`src/rtl/fft_bitrev_reorder_if.sv`:
```
// Sample stream bundle for the FFT bit-reverse reorder stage.
// Ports: start_ip/ip_re/ip_im in; op_re/op_im/op_valid/start_op/restart_err out.
interface fft_bitrev_reorder_if #(
  parameter int W = 32
);
  logic         start_ip;
  logic [W-1:0] ip_re;
  logic [W-1:0] ip_im;
  logic [W-1:0] op_re;
  logic [W-1:0] op_im;
  logic         op_valid;
  logic         start_op;
  logic         restart_err;

  modport master (
    output start_ip, ip_re, ip_im,
    input  op_re, op_im, op_valid,
    input  start_op, restart_err
  );

  modport slave (
    input  start_ip, ip_re, ip_im,
    output op_re, op_im, op_valid,
    output start_op, restart_err
  );
endinterface

```
`src/rtl/fft_bitrev_reorder.sv`:
```
// Ping-pong reorder of bit-reversed SDF FFT output frames into natural order.
// Ports: clk, rst (async, active-high), io (slave: start_ip, ip_re/ip_im in;
//   op_re/op_im, op_valid, start_op, sticky restart_err out).
// Option: define BITREV_NORM_EN to scale outputs by 1/2^N (arith shift).
module fft_bitrev_reorder #(
  parameter int N = 3,
  parameter int W = 32
) (
  input logic               clk,
  input logic               rst,
  fft_bitrev_reorder_if.slave io
);

  localparam int D = 1 << N;

  typedef enum logic { WIDLE, FILL }  wr_state_t;
  typedef enum logic { RIDLE, DRAIN } rd_state_t;

  wr_state_t    wr_state, wr_state_d;
  logic [N-1:0] wr_cnt, wr_cnt_d;
  logic         wr_bank, wr_bank_d;
  logic         err_q, err_d;
  logic         wr_en;
  logic [N-1:0] wr_addr;
  logic         launch;

  rd_state_t    rd_state, rd_state_d;
  logic [N-1:0] rd_cnt, rd_cnt_d;
  logic         rd_bank, rd_bank_d;
  logic         rd_en;
  logic [2*W-1:0] rd_data;
  logic [W-1:0] rd_re, rd_im;

  logic [W-1:0] op_re_q, op_im_q;
  logic         op_valid_q, start_op_q;

  logic [2*W-1:0] mem [2][D];

  function automatic logic [N-1:0] bitrev(
    input logic [N-1:0] a
  );
    logic [N-1:0] r;
    for (int i = 0; i < N; i++) begin
      r[i] = a[N-1-i];
    end
    return r;
  endfunction

  // Write FSM: state register
  always_ff @(posedge clk or posedge rst) begin
    if (rst) begin
      wr_state <= WIDLE;
      wr_cnt   <= '0;
      wr_bank  <= 1'b0;
      err_q    <= 1'b0;
    end else begin
      wr_state <= wr_state_d;
      wr_cnt   <= wr_cnt_d;
      wr_bank  <= wr_bank_d;
      err_q    <= err_d;
    end
  end

  // Write FSM: next state. start_ip always wins, so a
  // start mid-fill restarts the frame in the same bank.
  always_comb begin
    wr_state_d = wr_state;
    wr_cnt_d   = wr_cnt;
    wr_bank_d  = wr_bank;
    err_d      = err_q;
    unique case (1'b1)
      io.start_ip: begin
        wr_state_d = FILL;
        wr_cnt_d   = N'(1);
        if (wr_state == FILL) err_d = 1'b1;
      end
      (!io.start_ip && wr_state == FILL): begin
        wr_cnt_d = wr_cnt + 1'b1;
        if (wr_cnt == '1) begin
          wr_state_d = WIDLE;
          wr_bank_d  = ~wr_bank;
        end
      end
      default: ;
    endcase
  end

  // Write FSM: outputs
  always_comb begin
    wr_en   = 1'b0;
    wr_addr = '0;
    launch  = 1'b0;
    unique case (1'b1)
      io.start_ip: begin
        wr_en = 1'b1;
      end
      (!io.start_ip && wr_state == FILL): begin
        wr_en   = 1'b1;
        wr_addr = bitrev(wr_cnt);
        launch  = (wr_cnt == '1);
      end
      default: ;
    endcase
  end

  // Bank storage is deliberately not reset.
  always_ff @(posedge clk) begin
    if (wr_en) begin
      mem[wr_bank][wr_addr] <= {io.ip_re, io.ip_im};
    end
  end

  // Read FSM: state register
  always_ff @(posedge clk or posedge rst) begin
    if (rst) begin
      rd_state <= RIDLE;
      rd_cnt   <= '0;
      rd_bank  <= 1'b0;
    end else begin
      rd_state <= rd_state_d;
      rd_cnt   <= rd_cnt_d;
      rd_bank  <= rd_bank_d;
    end
  end

  // Read FSM: next state. A launch on the last drain
  // cycle chains straight into the next frame.
  always_comb begin
    rd_state_d = rd_state;
    rd_cnt_d   = rd_cnt;
    rd_bank_d  = rd_bank;
    unique case (1'b1)
      launch: begin
        rd_state_d = DRAIN;
        rd_cnt_d   = '0;
        rd_bank_d  = wr_bank;
      end
      (!launch && rd_state == DRAIN): begin
        rd_cnt_d = rd_cnt + 1'b1;
        if (rd_cnt == '1) rd_state_d = RIDLE;
      end
      default: ;
    endcase
  end

  // Read FSM: outputs
  always_comb begin
    rd_en   = (rd_state == DRAIN);
    rd_data = mem[rd_bank][rd_cnt];
`ifdef BITREV_NORM_EN
    rd_re   = W'($signed(rd_data[2*W-1:W]) >>> N);
    rd_im   = W'($signed(rd_data[W-1:0]) >>> N);
`else
    rd_re   = rd_data[2*W-1:W];
    rd_im   = rd_data[W-1:0];
`endif
  end

  always_ff @(posedge clk or posedge rst) begin
    if (rst) begin
      op_re_q    <= '0;
      op_im_q    <= '0;
      op_valid_q <= 1'b0;
      start_op_q <= 1'b0;
    end else begin
      op_re_q    <= rd_en ? rd_re : '0;
      op_im_q    <= rd_en ? rd_im : '0;
      op_valid_q <= rd_en;
      start_op_q <= rd_en && (rd_cnt == '0);
    end
  end

  assign io.op_re       = op_re_q;
  assign io.op_im       = op_im_q;
  assign io.op_valid    = op_valid_q;
  assign io.start_op    = start_op_q;
  assign io.restart_err = err_q;

endmodule

```
`src/flat_wrapper.sv`:
```
// flat-port wrapper written by rule: the top's interface ports become plain ports
module fft_bitrev_reorder_flat 
#(
  parameter int N = 3,
  parameter int W = 32
)
  (clk, rst, io_start_ip, io_ip_re, io_ip_im, io_op_re, io_op_im, io_op_valid, io_start_op, io_restart_err);
  fft_bitrev_reorder_if #(.W(W)) io_i ();
  input logic clk;
  input logic rst;
  input wire logic [$bits(io_i.start_ip)-1:0] io_start_ip;
  input wire logic [$bits(io_i.ip_re)-1:0] io_ip_re;
  input wire logic [$bits(io_i.ip_im)-1:0] io_ip_im;
  output wire logic [$bits(io_i.op_re)-1:0] io_op_re;
  output wire logic [$bits(io_i.op_im)-1:0] io_op_im;
  output wire logic [$bits(io_i.op_valid)-1:0] io_op_valid;
  output wire logic [$bits(io_i.start_op)-1:0] io_start_op;
  output wire logic [$bits(io_i.restart_err)-1:0] io_restart_err;
  assign io_i.start_ip = io_start_ip;
  assign io_i.ip_re = io_ip_re;
  assign io_i.ip_im = io_ip_im;
  assign io_op_re = io_i.op_re;
  assign io_op_im = io_i.op_im;
  assign io_op_valid = io_i.op_valid;
  assign io_start_op = io_i.start_op;
  assign io_restart_err = io_i.restart_err;
  fft_bitrev_reorder #(.N(N), .W(W)) u_core (.clk(clk), .rst(rst), .io(io_i));
endmodule
```
`config.mk`:
```
export PLATFORM = sky130hd
export DESIGN_NAME = fft_bitrev_reorder_flat
export DESIGN_NICKNAME = d
export VERILOG_FILES = /design/src/rtl/fft_bitrev_reorder_if.sv /design/src/rtl/fft_bitrev_reorder.sv /design/src/flat_wrapper.sv
export SDC_FILE = /design/constraint.sdc
export NUM_CORES = 1
export LEC_CHECK = 0
export BUFFER_PORTS_ARGS = -buffer_cell sky130_fd_sc_hd__buf_2
export CORE_ASPECT_RATIO = 1.4
export CORE_MARGIN = 3
export CORE_UTILIZATION = 66
export DETAILED_ROUTE_END_ITERATION = 8
export PLACE_DENSITY = 0.83
export SETUP_SLACK_MARGIN = 0.2
export SYNTH_ARGS = -nofsm -noshare
export SYNTH_HDL_FRONTEND = slang
export SYNTH_SLANG_ARGS = --single-unit
export TNS_END_PERCENT = 1
```
`constraint.sdc`:
```
create_clock -name clk -period 22.9 [get_ports clk]
set_input_delay 2.29 -clock clk [delete_from_list [all_inputs] [get_ports clk]]
set_output_delay 2.29 -clock clk [all_outputs]
set_load 0.05 [all_outputs]
```
==> metrics.md <==
| Metric | Value |
|---|---|
| DR DRC count | 0 |
| R2r endpoint | u_core.io.op_re[18] |
| Worst-Margin Slew | 1173 ps |
| RSZ-0062 raised after global routing | no |
| Routability cong. | 0.7685 |
| Reg clk slew, reported paths | 60 ps |
| Core area | 62,290 µm² |
| Drt first pass iters | 7 |
| Hold path endpoint | u_core.io.restart_err |
| First DRT Iteration DRCs | 2,557 |
| # nets final | 2,337 |
| Slew Viols, Final | 0 |
| Pin count of the biggest net entering global routing | 133 |
| Worst r2r path cells | 6 |
| Mapped cell area | 41,730 µm² |
| Via density per instance | 6.766 |
| Slowest-stage cell, CP | nor2_4 |
| CTS Buf Count | 92 |
| ANT nets after route | 0 |
| P_leak | 14.82 nW |
| Worst-case clock buffer depth | 3 |
| Kind of cell adding the most delay to the critical path | simple AND/OR/NAND/NOR gates |
| Hold WS | 487.5 ps |
| Worst-path cell chain | buf_2 > nor2b_1 > nand3b_1 > nor2_4 > buf_4 |
| # IOs | 134 |
| Post-DP Area | 43,180 µm² |
| Final Hold Violating Endpoints | 0 |
| Max VDD drop | 0.1088 mV |
| Slowest cell delay on critical path | 810 ps |
| Yosys warnings | 0 |
| Die W | 218.5 µm |
| Die outline height | 303.5 µm |
| Starting Density | 66.98% |
| Final instance area | 46,230 µm² |
| Hold Startpoint | u_core.io.restart_err |
| Post-synthesis sequential area ratio | 78.31% |
| Status | finished clean |
| Total gr overflow | 0 |
| Synthesis-stage register bit count | 1,101 |
| Max Cap Violations | 0 |
| Vias post-DR | 21.42k |
| First-pass GRT wire length | 135.8 mm |
| Crit Path Class | input pin to flop |
| Slew margin rel. | 21.80% |
| Worst Hold Depth | 1 |
| Layout cells sized above 1 | 17.95% |
| F_max | 0.2276 GHz |
| Distinct cell type count after synthesis | 32 |
| Clk_lat worst skew | 650 ps |
| Critical Path Start Type | input pin |
| CTS tree | built |
| Syn avg cell area | 19.63 µm² |
| Num Clock Sinks | 1,101 |
| R2R setup slack | 18,730 ps |
| CP Buf/Inv Count | 2 |
| Power per cell area | 121.1 nW/µm² |
| Initial antenna violation count | 2 |
| Wire length per cell | 28.84 µm |
| Tmin final | 4393 ps |
| Synthesis-to-finish area growth | 10.79% |
| Post-Synthesis Cells | 2,126 |
| GRT Util Overall | 27.92% |
| Setup Fix Bufs, Post-CTS | 0 |
| Fill cells | 3,305 |
| Detailed placement HPWL | 47.60 mm |
| CTS Hold Bufs | 0 |
| Syn_nets | 2,198 |
| Maximum fanout along the worst path | 40 |
| Vias in the first global route | 22.15k |
| Nature of the critical path endpoint | flop |
| H-Tree Depth | 3 |
| Standard-cell rows | 108 |
| Buffers on Ports | 133 |
| Routed Wire Length | 91.31 mm |
| Worst EP arrival | 4660 ps |
| Worst Skew | 35.69 ps |
| Setup tns final | 0 ps |
| Final Cycle Share | 19.18% |
| DIE AREA | 66,320 µm² |
| Cells after DPL | 2,996 |
| Req. time, crit path | 23,170 ps |
| Reg-to-reg startpoint | u_core.rd_bank |
| Hold Crit Class | flop to flop |
| PostCTS Resize Cnt | 0 |
| Clk root buf | clkbuf_16 |
| # setup viols final | 0 |
| Post-Layout Cell Count | 3,166 |
synthesized netlist by cell type:
library cell | number | area (µm²)
edfxtp_1 | 1024 | 30750
mux2i_1 | 340 | 3403
a22oi_1 | 177 | 1329
nand3_1 | 110 | 550.5
mux4_2 | 88 | 1982
dfrtp_1 | 77 | 1927
nand2_1 | 63 | 236.5
buf_2 | 47 | 235.2
o211ai_1 | 38 | 285.3
clkbuf_1 | 34 | 127.6
buf_4 | 29 | 217.7
nor2_1 | 19 | 71.32
a32oi_1 | 12 | 105.1
nand4_1 | 12 | 75.07
buf_6 | 8 | 90.09
buf_1 | 7 | 26.28
a22oi_2 | 5 | 62.56
ha_1 | 5 | 62.56
inv_1 | 4 | 15.01
nand2b_1 | 4 | 25.02
nor2b_1 | 4 | 25.02
and2_1 | 3 | 18.77
nor3_1 | 3 | 15.01
xnor2_1 | 3 | 26.28
a21o_1 | 2 | 15.01
nor4_1 | 2 | 12.51
and3_1 | 1 | 6.260
clkinv_1 | 1 | 3.750
nand3b_1 | 1 | 7.510
nor2_2 | 1 | 6.260
nor4b_1 | 1 | 8.760
o21ai_0 | 1 | 5.000
cell usage in the layout, fill, tap and decap left out, types with 4 or more instances in the layout:
master,instances
a22oi_1,177
a22oi_2,5
a32oi_1,12
buf_2,133
buf_4,35
bufinv_16,11
clkbuf_1,19
clkbuf_16,93
clkbuf_8,6
clkinv_1,20
clkinv_2,12
dfrtp_1,74
edfxtp_1,1024
ha_1,5
mux2i_1,340
mux4_2,88
nand2_1,63
nand2b_1,4
nand3_1,110
nand4_1,12
nor2_1,8
nor2_4,12
o211ai_1,38
how the worst max path moves through the flow:
stage | from | end | cells after the start
floorplan | io_start_ip | u_core.mem[0][320] | 2
global placement | io_start_ip | u_core.mem[1][392] | 5
detailed placement | io_start_ip | u_core.mem[1][392] | 5
CTS | io_start_ip | u_core.mem[1][390] | 5
global route | io_start_ip | u_core.mem[1][427] | 5
finish | io_start_ip | u_core.mem[1][398] | 5
metal layers:
metal	up-vias	GRT usage [%]	share of wire [%]	wire [µm]
met5	-	0	0.022	20
met4	2	14.45	4.6	4245
met3	260	4.175	7.6	6895
met2	1219	47.75	53	48060
met1	11000	35.16	35	32090
li1	8939	-	-	-
cell type report:
type,count,area [µm²],area share (%)
inverters,5,21.27,0.04601
clock buffers,118,2481,5.367
flip-flops and latches,1101,32690,70.70
repair buffers,170,968.4,2.095
clock inverters,51,563.0,1.218
multi-input cells,895,8477,18.34
well taps,825,1032,2.233
diodes,1,2.502,0.005413
flip-flops by register name, indices dropped and copies added (netlist names), 3 cells and up:
signal / flops
u_core.mem: 1024
u_core.rd_cnt: 3
u_core.io.op_im: 32
u_core.io.op_re: 32
u_core.wr_cnt: 3
power by group:
| group | switching, mW | internal (mW) | total (mW) |
|---|---|---|---|
| Sequential | 0.0900 | 2.41 | 2.50 |
| Combinational | 1.00 | 0.522 | 1.53 |
| Clock | 0.684 | 0.893 | 1.58 |
| Total | 1.78 | 3.82 | 5.60 |
per-stage QoR:
step | utilization (%) | worst slack (ps) | power, mW
detailed placement | 69.32 | 17840 | 4.039
global placement | 69.32 | 17920 | 3.993
global route | 74.21 | 18450 | 5.781
CTS | 74.21 | 18510 | 5.619
floorplan | - | 13670 | 3.647
finish | 74.21 | 18510 | 5.600
cells by family after synthesis:
logic type | Yosys count | share of synthesized area, %
AOI/OAI and AO/OA | 235 | 4.318
xor gates and xnor gates | 3 | 0.06298
adders and majority gates | 5 | 0.1499
buffers and inverters | 130 | 1.715
DFF | 1101 | 78.31
muxes | 428 | 12.91
and+or+nand+nor | 224 | 2.537
worst reg2reg max path: stages, from the launching register on:
cell and delay, ps:
dfrtp_4 930, buf_4 980, buf_12 820, mux2i_1 380, a22oi_1 350, a22oi_1 150, o211ai_1 430
(Power assumes the default switching activity.)
